File: config.mk
export PLATFORM = sky130hd
export DESIGN_NAME = i2s_codec_master
export DESIGN_NICKNAME = d
export VERILOG_FILES = /design/src/rtl/i2s_pkg.sv /design/src/rtl/i2s_codec_master_bclk_gen.sv /design/src/rtl/i2s_codec_master.sv
export SDC_FILE = /design/constraint.sdc
export NUM_CORES = 1
export LEC_CHECK = 0
export ABC_AREA = 1
export CAP_MARGIN = 20
export CORE_MARGIN = 1.5
export CORE_UTILIZATION = 31
export DETAILED_ROUTE_END_ITERATION = 6
export GPL_TIMING_DRIVEN = 1
export RECOVER_POWER = 25
export SLEW_MARGIN = 20
export SYNTH_ARGS = -nofsm -noshare
export SYNTH_HDL_FRONTEND = slang
export SYNTH_HIERARCHICAL = 1
export SYNTH_SLANG_ARGS = --single-unit
File: constraint.sdc
create_clock -name clk50M -period 3.88 [get_ports clk50M]
set_input_delay 0.582 -clock clk50M [delete_from_list [all_inputs] [get_ports clk50M]]
set_output_delay 0.582 -clock clk50M [all_outputs]
set_load 0.02 [all_outputs]
File: src/rtl/i2s_pkg.sv
// i2s_pkg: shared state encoding, I2S format constants and default geometry
// for the WM8731-style clock-master interface.
package i2s_pkg;

    typedef enum logic {IDLE, RUN} state_t;

    localparam logic LRC_LEFT     = 1'b0;
    localparam int   DATA_DELAY   = 1;
    localparam int   DEF_BCLK_DIV = 8;
    localparam int   DEF_SLOTS    = 32;
    localparam int   DEF_SAMPLE_W = 16;

endpackage

File: src/rtl/i2s_codec_master_bclk_gen.sv
// i2s_bclk_gen: BCLK divider; rise/fall strobe on the cycle whose closing edge
// moves the BCLK register 0->1 / 1->0.
module i2s_bclk_gen
    import i2s_pkg::*;
#(
    parameter int BCLK_DIV = DEF_BCLK_DIV
) (
    input  logic clk50M,
    input  logic reset_n,
    input  logic clear,
    output logic bclk,
    output logic rise,
    output logic fall
);

    localparam int DW = $clog2(BCLK_DIV);

    logic [DW-1:0] div_cnt;
    logic          tc;

    always_comb begin
        tc   = !clear && int'(div_cnt) == BCLK_DIV - 1;
        rise = tc && !bclk;
        fall = tc && bclk;
    end

    always_ff @(posedge clk50M or negedge reset_n) begin
        if (!reset_n) begin
            div_cnt <= '0;
            bclk    <= 1'b0;
        end else if (clear) begin
            div_cnt <= '0;
            bclk    <= 1'b0;
        end else begin
            div_cnt <= tc ? '0 : div_cnt + DW'(1);
            bclk    <= bclk ^ tc;
        end
    end

endmodule

File: src/rtl/i2s_codec_master.sv
// i2s_codec_master: I2S clock master that serializes a latched stereo pair onto
// ADCDAT and deserializes DACDAT into rx_left/rx_right once per frame.
module i2s_codec_master
    import i2s_pkg::*;
#(
    parameter int BCLK_DIV = DEF_BCLK_DIV,
    parameter int SLOTS    = DEF_SLOTS,
    parameter int SAMPLE_W = DEF_SAMPLE_W
) (
    input  logic                clk50M,
    input  logic                reset_n,
    input  logic                enable,
    input  logic [SAMPLE_W-1:0] tx_left,
    input  logic [SAMPLE_W-1:0] tx_right,
    output logic                tx_req,
    output logic [SAMPLE_W-1:0] rx_left,
    output logic [SAMPLE_W-1:0] rx_right,
    output logic                rx_valid,
    output logic                BCLK,
    output logic                DACLRC,
    output logic                ADCLRC,
    output logic                ADCDAT,
    input  logic                DACDAT
);

    localparam int BW = $clog2(2 * SLOTS);

    state_t              state, state_nx;
    logic [BW-1:0]       bit_cnt, nb;
    logic [SAMPLE_W-1:0] sh_l, sh_r, rs_l, rs_r, tx_sel;
    logic [1:0]          sync;
    logic                lrc, cap, rise, fall, run, load, adc_nx, shift;
    int                  pn, pr;

    i2s_bclk_gen #(.BCLK_DIV(BCLK_DIV)) u_bclk (
        .clk50M (clk50M),
        .reset_n(reset_n),
        .clear  (!run),
        .bclk   (BCLK),
        .rise   (rise),
        .fall   (fall)
    );

    assign DACLRC = lrc;
    assign ADCLRC = lrc;

    always_ff @(posedge clk50M or negedge reset_n) begin
        if (!reset_n) state <= IDLE;
        else          state <= state_nx;
    end

    // pn: slot position after the pending fall; pr: slot position during the current bit
    always_comb begin
        state_nx = enable ? RUN : IDLE;
        run      = state == RUN && enable;
        nb       = int'(bit_cnt) == 2 * SLOTS - 1 ? '0 : bit_cnt + BW'(1);
        pn       = int'(nb) % SLOTS;
        pr       = int'(bit_cnt) % SLOTS;
        load     = (state == IDLE && enable) || (fall && nb == '0);
        tx_sel   = (int'(nb) < SLOTS ? sh_l : sh_r) >> (SAMPLE_W - 1 - pn + DATA_DELAY);
        adc_nx   = pn >= DATA_DELAY && pn < DATA_DELAY + SAMPLE_W && tx_sel[0];
        shift    = rise && pr >= DATA_DELAY && pr < DATA_DELAY + SAMPLE_W;
    end

    // cap marks the last data rise of the right half; the copy happens one cycle
    // later so the final shifted-in bit is already in rs_r
    always_ff @(posedge clk50M or negedge reset_n) begin
        if (!reset_n) begin
            sh_l     <= '0;
            sh_r     <= '0;
            rs_l     <= '0;
            rs_r     <= '0;
            rx_left  <= '0;
            rx_right <= '0;
            bit_cnt  <= '0;
            sync     <= '0;
            lrc      <= 1'b0;
            ADCDAT   <= 1'b0;
            cap      <= 1'b0;
            tx_req   <= 1'b0;
            rx_valid <= 1'b0;
        end else begin
            sync     <= {sync[0], DACDAT};
            tx_req   <= load;
            cap      <= rise && int'(bit_cnt) == SLOTS + DATA_DELAY + SAMPLE_W - 1;
            rx_valid <= run && cap;
            if (load) begin
                sh_l <= tx_left;
                sh_r <= tx_right;
            end
            if (!run) begin
                bit_cnt <= '0;
                lrc     <= 1'b0;
                ADCDAT  <= 1'b0;
            end else if (fall) begin
                bit_cnt <= nb;
                lrc     <= int'(nb) >= SLOTS ? ~LRC_LEFT : LRC_LEFT;
                ADCDAT  <= adc_nx;
            end
            if (shift && int'(bit_cnt) < SLOTS)  rs_l <= {rs_l[SAMPLE_W-2:0], sync[1]};
            if (shift && int'(bit_cnt) >= SLOTS) rs_r <= {rs_r[SAMPLE_W-2:0], sync[1]};
            if (run && cap) begin
                rx_left  <= rs_l;
                rx_right <= rs_r;
            end
        end
    end

endmodule

==> After elaboration in Yosys (flattened, before gate mapping) <==
Index checks and enable logic that the tools add are counted.
Widths: inputs -> output; s select.
{ "word_totals": {"reg_bits": 114, "out_inout_bits": 38} }
{ "op_classes": {"n_addsub": 4, "magnitude_cmp": 8, "eq_ne": 4, "n_shift": 1, "muxes": 13, "bitwise": 2, "reduce_logical": 17} }
{ "ops": {"columns": ["operator", "n"], "rows": [
  ["$shr 16x32->1", 1],
  ["$mux 6", 3],
  ["$mux 16", 1],
  ["$logic_and 1x1->1", 14],
  ["$ge 6x6->1 const B", 2],
  ["$lt 6x6->1 const B", 2],
  ["$ge 5x1->1 const B", 2],
  ["$lt 5x5->1 const B", 2],
  ["$add 6x2->7 const B", 1],
  ["$mux 1", 7],
  ["$add 6x1->6 const B", 1],
  ["$eq 6x1->1 const B", 1],
  ["$eq 6x5->1 const B", 1],
  ["$logic_not 6->1", 1],
  ["$mux 3", 2],
  ["$sub 4x5->6 const A", 1],
  ["$add 3x1->3 const B", 1],
  ["$eq 3x1->1 const B", 1],
  ["$ne 2x2->1 const B", 1],
  ["$logic_not 1->1", 1],
  ["$logic_or 1x1->1", 1],
  ["$not 1->1", 1],
  ["$xor 1x1->1", 1]
]} }

==> Longest topological paths before layout <==
{ "logic_depth": {"ltp_word": 8, "mapped_depth": 13, "mapped_depth_nobuf": 12} }

==> By module <==
Netlist, hierarchy kept.
{ "modules_own_cells": {"columns": ["mod", "n_inst", "cells_per_inst", "area_per_inst_um2", "seq_area_each_um2"], "rows": [
  ["i2s_codec_master", 1, 528, 4655.7, 2752.6],
  ["i2s_bclk_gen", 1, 18, 180.2, 100.1]
]} }

==> Least setup slack after synthesis <==
Ideal clock, no wire load.
{ "synth_timing": {"path_kind": "reg-to-reg", "from": "register bit_cnt[0]", "to": "register sh_l[1]", "setup_time_ps": 128, "arrival_time_ps": 1711, "path_slack_ps": 2041, "stages_incl_launch_ff": 9, "path_buffers": 0, "cell_sequence": "dfrtp_1 -> ha_1 -> nand2_1 -> o21ai_1 -> nand2_2 -> nand2_2 -> nand2_1 -> o22ai_4 -> mux2_1"} }
{ "synth_via": {"elab_chain_cells": 5, "word_cells_on_any_way": 6} }
{ "synth_rtl": {"columns": ["item", "line", "text"], "rows": [
  ["start: declaration", "i2s_codec_master.sv:29", "logic [BW-1:0] bit_cnt, nb;"],
  ["start signal: assignment", "i2s_codec_master.sv:96", "bit_cnt <= nb;"],
  ["$add 6x1->6 or $eq 6x1->1 (tied branches)", "i2s_codec_master.sv:56", "nb = int'(bit_cnt) == 2 * SLOTS - 1 ? '0 : bit_cnt + BW'(1);"],
  ["$mux 6 *", "i2s_codec_master.sv:56", null],
  ["$logic_not 6->1 *", "i2s_codec_master.sv:59", "load = (state == IDLE && enable) || (fall && nb == '0);"],
  ["$logic_and 1x1->1 *", "i2s_codec_master.sv:59", null],
  ["$logic_or 1x1->1 *", "i2s_codec_master.sv:59", null],
  ["end signal: assignment", "i2s_codec_master.sv:88", "sh_l <= tx_left;"],
  ["end: declaration", "i2s_codec_master.sv:30", "logic [SAMPLE_W-1:0] sh_l, sh_r, rs_l, rs_r, tx_sel;"]
]} }
Every way passes the cells marked *; elsewhere a longest branch is shown, timed or not.
A chain may end at the register's enable or synchronous reset.

==> Worst setup path after layout <==
{ "layout_timing": {"from": "register bit_cnt[0]", "to": "register sh_r[11]"} }
{ "layout_via": {"elab_chain_cells": 5, "word_cells_on_any_way": 6} }
{ "layout_rtl": {"columns": ["item", "line", "text"], "rows": [
  ["$add 6x1->6 or $eq 6x1->1 (tied branches)", "i2s_codec_master.sv:56", null],
  ["$mux 6 *", "i2s_codec_master.sv:56", null],
  ["$logic_not 6->1 *", "i2s_codec_master.sv:59", null],
  ["$logic_and 1x1->1 *", "i2s_codec_master.sv:59", null],
  ["$logic_or 1x1->1 *", "i2s_codec_master.sv:59", null],
  ["end signal: assignment", "i2s_codec_master.sv:89", "sh_r <= tx_right;"],
  ["end: declaration", "i2s_codec_master.sv:30", null]
]} }
Marks and branches as above.

==> metrics.cfg <==
[finish]
fin_cells = 816
drive_gt1_share_pct = 6.85
fin_util_pct = 41.2
synthToLayoutAreaGrowth_pct = 29.6
nNetsFinal = 659
final_area_um2 = 6270
fill_cells = 1478
final_common_cell = nand2_1
diodes = 0
layout_common_cells = nand2_1 (131), dfrtp_1 (114), inv_1 (83), clkdlybuf4s50_1 (70), o21ai_0 (69)

[logic_synthesis]
syn_area_um2 = 4840
ys_ff_latch = 114
yosys_warnings = 6
syn_area_per_cell_um2 = 8.86
ys_seq_area_share_pct = 59.0
synth_cell_type_count = 26
syn_nets = 588
synthCells = 546

[run]
max-cap-violations = 1

[placement]
place_inst = 786
portBuffers = 73
hpwl_um = 6800
place_ws_ps = 940
gp_congestion = 0.859
placed_cell_area_um2 = 5710

[clocking]
cts_buffers = 17
cts_hold_buffers = 0
clkLatencyLatePin_ps = 410
ctsRootBufferMaster = clkbuf_16
post_cts_resized = 0
cts_tree = built
clockBufferDepth = 2
cts_sinks = 114
htreeDepth = 4
cts.repair_timing.setup_buffer_count = 0
clk_pin_slew_ps = 50

[critical_path]
critPathLaunchType = flop
cp.arrival_ps = 3140
crit_path_max_incr_delay_ps = 460
setup.worst_path.class = reg -> reg
r2r_slack_ps = 1070
cp_common_cell = nand2_1
cp_cell_sequence = ha_1 -> nand2_1 -> o21ai_1 -> nand2_2 -> nand2_2 -> nand2_1 -> o22ai_4 -> buf_4 -> nand2_1 -> o21ai_1
cp_max_fo = 45
end_kind = flop
slowest_stage = buf_4
required_ps = 4210

[floorplan]
start_util_pct = 31.8
dieArea_um2 = 16400
core_area_um2 = 15200
die_x_um = 128
io_pins = 74
rows = 45
die_height_um = 128

[timing]
worst_pin_slew_ps = 1860
period_minus_slack_ps = 2810
worst_hold_slack_ps = 373
final.setup.tns_ps = 0
relSlewSlack_pct = -23.9
finalWorstSetupSlack_ps = 1070
min_period_over_period_pct = 72.3
slew_viol_final = 76
hold_viol = 0
clock.fmax_mhz = 356
skew_ps = 10.9
setup_viol = 0
rsz0062_at_grt = no

[grt]
grt_pass1_vias = 3610
antenna_found_initial = 0
grt_max_degree = 76
grt-ovfl-total = 0
track_usage_pct = 13.5
grt_pass1_wl_um = 17400

[power_and_ir_drop]
p_leak_nw = 2.82
p_int_mw = 2.29
p_comb_share_pct = 5.6
ir_worst_vdd_mv = 0.296
p_switching_mw = 0.602
power.total_mw = 2.89
clkPwrFrac_pct = 51.1
seqPwrFrac_pct = 43.3
swShare_pct = 20.9
powerDensity_nw_per_um2 = 461

[detailed_routing]
ant_nets = 0
dr.first_iter.drc_count = 284
drc = 0
dr.pass1.iters = 5
drt-total-wl_um = 10100
wire_per_inst_um = 12.4
num_vias = 3718
vias_per_cell = 4.56

[status]
violations = capacitance limit, slew limit
outcome = complete, but fails checks

[min_path]
hp-class = reg -> reg

-- worst max-delay path: cells and delay by family, from the launching register on --
| family | cells | cell delay (ps) |
|---|---|---|
| AND/OR/NAND/NOR | 5 | 950 |
| AO/OA/AOI/OAI | 3 | 700 |
| buffers and inverters | 1 | 460 |
| flip-flops | 1 | 410 |
| adder cells (fa/ha/maj) | 1 | 180 |
-- power groups by stage --
stage          clock, mW  combinational [mW]  sequential, mW
6_report            1.48               0.163            1.25
5_1_grt             1.58               0.188            1.25
4_1_cts             1.52               0.167            1.25
3_5_place_dp           0               0.166            1.27
3_3_place_gp           0               0.163            1.27
2_1_floorplan          0              0.0816            1.27
-- path summary, 6_finish.rpt --
check / start / endpoint / cells past startpoint
max reg2reg: bit_cnt[0] / sh_r[11] / 10
min: sync[0] / sync[1] / 0
max in group asynchronous: reset_n / sh_l[0] / 2
min in group asynchronous: reset_n / rx_right[11] / 1
max: bit_cnt[0] / sh_r[11] / 10
min reg2reg: sync[0] / sync[1] / 0
-- routing by layer --
metal / GRT usage (%) / part of all wire (%)
met1: 17.9 / 49
met2: 20.2 / 45
met3: 4.84 / 4.3
met4: 5.29 / 1.3
met5: 0 / 0
-- Yosys cell counts, drive strengths merged --
| cell | n | area, um^2 |
|---|---|---|
| dfrtp | 114 | 2850 |
| nor3b | 1 | 7.51 |
| nor2 | 11 | 46.3 |
| a31o | 1 | 8.76 |
| mux2 | 1 | 11.3 |
| o211ai | 1 | 7.51 |
| inv | 86 | 323 |
| nand2 | 135 | 514 |
| o21ai | 99 | 495 |
| a21oi | 1 | 5.00 |
| nand4 | 2 | 12.5 |
| xor2 | 1 | 16.3 |
| o21a | 1 | 7.51 |
| o22ai | 7 | 57.6 |
| nor3 | 3 | 15.0 |
| clkbuf | 14 | 52.6 |
| ha | 6 | 75.1 |
| nand3 | 52 | 265 |
| buf | 10 | 62.6 |
-- state kept, by name (all words and copies together) (netlist names), 2 cells and up --
register and count:
sh_r 16, bit_cnt 6, rs_l 16, rx_left 16
rx_right 16, rs_r 16, sh_l 16, u_bclk/div_cnt 3
sync 2
-- cells by family after synthesis --
| group | share of synthesized area [%] |
|---|---|
| AND/OR/NAND/NOR | 17.8 |
| flip-flops | 59.0 |
| AO/OA/AOI/OAI | 12.0 |
| buffers and inverters | 9.06 |
| adder cells (fa/ha/maj) | 1.55 |
| XOR/XNOR | 0.336 |
| multiplexers | 0.233 |
-- layout make-up --
type	count	area [um^2]	area share, %
Inverter	86	323	5.15
Tap cell	188	235	3.75
Sequential cell	114	2850	45.5
Timing Repair Buffer	76	748	11.9
Clock inverter	6	80.1	1.28
Clock buffer	24	482	7.68
Multi-Input combinational cell	322	1550	24.7
(Power assumes the default switching activity.)
